==> config.mk <==
export PLATFORM = sky130hd
export DESIGN_NAME = float_result_display_mux
export DESIGN_NICKNAME = d
export VERILOG_FILES = /design/src/rtl/float_result_display_mux.sv
export SDC_FILE = /design/constraint.sdc
export NUM_CORES = 1
export LEC_CHECK = 0
export ABC_AREA = 0
export BUFFER_PORTS_ARGS = -buffer_cell sky130_fd_sc_hd__clkbuf_2
export CORE_AREA = 2 2 94 96
export DETAILED_ROUTE_END_ITERATION = 12
export DIE_AREA = 0 0 96 98
export PLACE_DENSITY_LB_ADDON = 0.3
export SLEW_MARGIN = 20
export SYNTH_ARGS = -nofsm -noshare
export SYNTH_HDL_FRONTEND = slang
export SYNTH_SLANG_ARGS = --single-unit
==> constraint.sdc <==
create_clock -name clk -period 3 [get_ports clk]
set_input_delay 0.15 -clock clk [delete_from_list [all_inputs] [get_ports clk]]
set_output_delay 0.15 -clock clk [all_outputs]
set_load 0.02 [all_outputs]
==> src/rtl/float_result_display_mux.sv <==
// float_result_display_mux: latches the adder's IEEE-754 sum and scans one 16-bit half of it
// as hex across a 4-digit common-anode 7-segment display, blinking the display on Inf/NaN.
module float_result_display_mux #(
  parameter int REFRESH_DIV  = 50000,
  parameter int BLANK_CYCLES = 2,
  parameter int BLINK_FRAMES = 32
) (
  input  logic        clk,
  input  logic        reset,
  input  logic [31:0] result,
  input  logic        result_valid,
  input  logic        page_sel,
  output logic [6:0]  seg,
  output logic [3:0]  an,
  output logic        dp
);

  localparam int RW = (REFRESH_DIV > 1) ? $clog2(REFRESH_DIV) : 1;
  localparam int FW = (BLINK_FRAMES > 1) ? $clog2(BLINK_FRAMES) : 1;
  localparam logic [RW-1:0] REFRESH_LAST = RW'(REFRESH_DIV - 1);
  localparam logic [RW-1:0] BLANK_LIMIT  = RW'(BLANK_CYCLES);
  localparam logic [FW-1:0] FRAME_LAST   = FW'(BLINK_FRAMES - 1);

  // Active-low g..a patterns; b and d are the lowercase glyphs.
  function automatic logic [6:0] hex_to_seg(input logic [3:0] nib);
    logic [6:0] pat;
    case (nib)
      4'h0:    pat = 7'b1000000;
      4'h1:    pat = 7'b1111001;
      4'h2:    pat = 7'b0100100;
      4'h3:    pat = 7'b0110000;
      4'h4:    pat = 7'b0011001;
      4'h5:    pat = 7'b0010010;
      4'h6:    pat = 7'b0000010;
      4'h7:    pat = 7'b1111000;
      4'h8:    pat = 7'b0000000;
      4'h9:    pat = 7'b0010000;
      4'hA:    pat = 7'b0001000;
      4'hB:    pat = 7'b0000011;
      4'hC:    pat = 7'b1000110;
      4'hD:    pat = 7'b0100001;
      4'hE:    pat = 7'b0000110;
      4'hF:    pat = 7'b0001110;
      default: pat = 7'b1111111;
    endcase
    return pat;
  endfunction

  logic [31:0]   held_r;
  logic          page_meta_r;
  logic          page_r;
  logic [RW-1:0] refresh_cnt_r;
  logic [1:0]    digit_idx_r;
  logic [FW-1:0] frame_cnt_r;
  logic          blink_phase_r;

  logic          refresh_wrap_s;
  logic          special_s;
  logic          blank_s;
  logic [3:0]    nibble_s;
  logic [3:0]    an_nxt_s;
  logic [6:0]    seg_nxt_s;
  logic          dp_nxt_s;

  // Whole-word capture so a digit change never shows a mix of old and new nibbles.
  always_ff @(posedge clk or posedge reset) begin
    if (reset) begin
      held_r <= 32'h0000_0000;
    end else if (result_valid) begin
      held_r <= result;
    end
  end

  // Two-flop synchronizer for the raw page switch.
  always_ff @(posedge clk or posedge reset) begin
    if (reset) begin
      page_meta_r <= 1'b0;
      page_r      <= 1'b0;
    end else begin
      page_meta_r <= page_sel;
      page_r      <= page_meta_r;
    end
  end

  // Slot timer, digit scan and blink cadence; a frame ends on the D3->D0 step.
  always_ff @(posedge clk or posedge reset) begin
    if (reset) begin
      refresh_cnt_r <= '0;
      digit_idx_r   <= 2'd0;
      frame_cnt_r   <= '0;
      blink_phase_r <= 1'b0;
    end else if (refresh_wrap_s) begin
      refresh_cnt_r <= '0;
      digit_idx_r   <= digit_idx_r + 2'd1;
      if (digit_idx_r == 2'd3) begin
        if (frame_cnt_r == FRAME_LAST) begin
          frame_cnt_r   <= '0;
          blink_phase_r <= ~blink_phase_r;
        end else begin
          frame_cnt_r <= frame_cnt_r + FW'(1);
        end
      end
    end else begin
      refresh_cnt_r <= refresh_cnt_r + RW'(1);
    end
  end

  // Next display image from the current scan position, page and held value.
  always_comb begin
    refresh_wrap_s = (refresh_cnt_r == REFRESH_LAST);
    special_s      = (held_r[30:23] == 8'hFF);
    blank_s        = (refresh_cnt_r < BLANK_LIMIT) || (special_s && blink_phase_r);
    nibble_s       = held_r[{page_r, digit_idx_r, 2'b00} +: 4];
    seg_nxt_s      = hex_to_seg(nibble_s);
    an_nxt_s       = 4'b1111;
    dp_nxt_s       = 1'b1;
    if (blank_s) begin
      an_nxt_s = 4'b1111;
      dp_nxt_s = 1'b1;
    end else begin
      an_nxt_s = ~(4'b0001 << digit_idx_r);
      dp_nxt_s = ~((digit_idx_r == 2'd3) && page_r);
    end
  end

  // Registered pins; reset blanks the display without waiting for a clock.
  always_ff @(posedge clk or posedge reset) begin
    if (reset) begin
      an  <= 4'b1111;
      seg <= 7'b1000000;
      dp  <= 1'b1;
    end else begin
      an  <= an_nxt_s;
      seg <= seg_nxt_s;
      dp  <= dp_nxt_s;
    end
  end

endmodule
==> results_dict.tcl <==
set metrics [dict create \
    worst-r2r-cell-count 6 \
    max-slew-margin-rel_pct 46.3 \
    clock-sinks 70 \
    maxCapViolCount 0 \
    endpoint_kind "flip-flop" \
    ys.flop_type "dfrtp_1" \
    clkTransAtPathRegs_ns 0.09 \
    post-cts-setup-buffers 0 \
    rows 34 \
    top_layer_used "met4" \
    hold_class "in2reg" \
    hpwl_mm 4.52 \
    reg2reg_slack_ns 0.54 \
    power.internal_mw 1.61 \
    cts.htree.levels 3 \
    met3WireLength_um 249 \
    fmax_mhz 407 \
    clockRootBuffer "clkbuf_8" \
    ant_nets 0 \
    fin_nets 353 \
    cts_tree "yes" \
    clkPwrFrac_pct 39.8 \
    synthDistinctLibCells 40 \
    crit_arrival_ns 2.69 \
    yosysTopAreaCell "dfrtp_1" \
    setup_violations 0 \
    slew_viol_final 0 \
    overflow 0 \
    clk_path_buf_depth 2 \
    gp_congestion 0.884 \
    wl_met1_mm 3.06 \
    netlist_area_mm2 0.00325 \
    yosys.area.top_type_share_pct 49.3 \
    worstPathRequired_ns 3.24 \
    ir_worst_vdd_v 0.000291 \
    cp-start-kind "flip-flop" \
    preCtsSetupSlack_ns 0.554 \
    hold_viol_final 0 \
    grt_pass1_wl_mm 10.5 \
    period_share_pct 81.9 \
    post-route-worst-setup-slack_ns 0.544 \
    ios 48 \
    synth_edf_count 0 \
    grt_pass1_vias 2106 \
    async_reset_ff_share_pct 100 \
    cts_hold_buf 2 \
    diodes 0 \
    r2r-end "seg[0]$_DFF_PP0_" \
    yosysSeqAreaShare_pct 54.1 \
    drtIter0Drc 69 \
    first_pass_iters 5 \
    hold_start "result[3]" \
    pwr-share-comb_pct 11.5 \
    die_x_um 96 \
    yosys_warnings 0 \
    synth_fp_nets 297 \
    antenna_found_initial 0 \
    dieArea_mm2 0.00941 \
    path_class "reg2reg" \
    drc 0 \
    swShare_pct 25.3 \
    worst_slew_pin_slew_ns 0.806 \
    synth_area_leaders "dfrtp_1 (49%), mux2_2 (12%), mux4_2 (5.5%)" \
    synth_seq_cells 70 \
    core_area_mm2 0.00847 \
    worstSkewPairLatency_ns 0.35 \
    vias 2044 \
    rsz0062_at_grt "no" \
    hold_slack_ns 0.0276 \
    drive_gt1_share_pct 38.5 \
    drt-vias-per-instance 4.90 \
    r2r_start "digit_idx_r[0]$_DFFE_PP0N_" \
    power.density_mw_per_mm2 557 \
    synth.most_common_cell "dfrtp_1" \
    routed_wl_mm 6.25 \
    whs_endpoint "held_r[3]$_DFFE_PP0P_" \
    tns_ns 0 \
    p_leak_nw 1.79 \
    p_seq_share_pct 48.7 \
    track_usage_pct 14.6 \
    cts_resized 0 \
    crit_fanout 9 \
    port_buffers 47 \
    fin_skew_ns 0.0121 \
    syn_to_final_growth_pct 18.7 \
    whs_path_depth 2 \
    syn_avg_cell_area_um2 13.1 \
    avgRoutedWirePerCell_um 15.0 \
    route.met2.wl_mm 2.83 \
    cts_buffers 9 \
    finalCriticalPeriod_ns 2.46 \
    status "completed" \
    syn-instance-count 248 \
    grt_max_degree 45 \
    die_y_um 98 \
    p_sw_mw 0.543 \
    yosys-top-cells-count "dfrtp_1 (64), mux2_2 (34), nand2_1 (16)" \
    initial_core_util_pct 38.4 \
]
==> layer usage <==
metal  vias up  GRT usage (%)
li1        994              -
met1      1004           21.2
met2        38           20.7
met3         8           2.78
met4         0           7.58
met5         -              0
==> critical path, cell delays in order, from the launching register on <==
cell	delay [ns]
dfrtp_1	0.61
mux4_2	0.56
mux2i_1	0.45
inv_1	0.17
ha_1	0.28
a22oi_1	0.19
o31ai_1	0.09
==> through the flow <==
stage               cells  area (um2)  power (mW)  utilization (%)
finish                417        3860        2.15             45.6
global route          417        3860        2.25             45.6
CTS                   417        3860        2.18             45.6
detailed placement    399        3620        1.31             42.7
global placement      399        3620        1.31             42.7
floorplan             248        3250        1.23                -
==> placed cells by master, fill, tap and decap left out, types with 3 or more instances in the layout <==
master and instances:
nor2_1 14, xor2_1 8, ha_1 13, mux2i_1 9, and3_1 4, nand3_1 10
nand2_1 16, nor3_1 4, dfstp_2 6, mux4_2 8, o21ai_0 3, clkbuf_8 9
and2_1 5, buf_4 4, clkbuf_2 47, xnor2_1 7, o21ai_1 3, nand4_1 3
inv_1 6, dfrtp_1 64, mux2_2 34
==> power by group through the flow <==
stage	logic [mW]	clock network (mW)	registers, mW
after CTS	0.252	0.879	1.05
after floorplan	0.153	0	1.07
after global routing	0.275	0.917	1.06
after global placement	0.244	0	1.06
final	0.248	0.855	1.05
after detailed placement	0.249	0	1.07
==> how the worst max path moves through the flow <==
stage | startpoint | depth (start not counted) | to
global placement | digit_idx_r[0]$_DFFE_PP0N_ | 6 | seg[3]$_DFF_PP0_
CTS | digit_idx_r[0]$_DFFE_PP0N_ | 6 | seg[0]$_DFF_PP0_
global route | digit_idx_r[0]$_DFFE_PP0N_ | 6 | seg[0]$_DFF_PP0_
detailed placement | digit_idx_r[0]$_DFFE_PP0N_ | 6 | seg[0]$_DFF_PP0_
floorplan | digit_idx_r[0]$_DFFE_PP0N_ | 7 | seg[3]$_DFF_PP0_
finish | digit_idx_r[0]$_DFFE_PP0N_ | 6 | seg[0]$_DFF_PP0_
==> layout make-up <==
cell class,count,area (um2)
repair buffers,53,285
clock buffers,10,128
fillers,780,4610
inverters,8,30.0
multi-input cells,162,1430
well taps,108,135
flip-flops and latches,70,1760
clock inverters,6,93.8
==> logic make-up (layout without fill, tap and decap cells) <==
family | after synthesis | after routing | synth area share (%)
mux | 53 | 53 | 20.8
compound gates | 16 | 16 | 3.27
flops | 70 | 70 | 54.1
xor+xnor | 15 | 15 | 4.04
buf+inv | 16 | 77 | 1.96
fa+ha+maj | 13 | 13 | 5.00
simple gates | 65 | 65 | 10.8
==> flip-flops by register name, indices dropped and copies added, names as in the netlist <==
signal,cells
page_meta_r,1
held_r,32
dp,1
page_r,1
seg,7
refresh_cnt_r,16
digit_idx_r,2
blink_phase_r,1
an,4
frame_cnt_r,5
(Power assumes the default switching activity.)
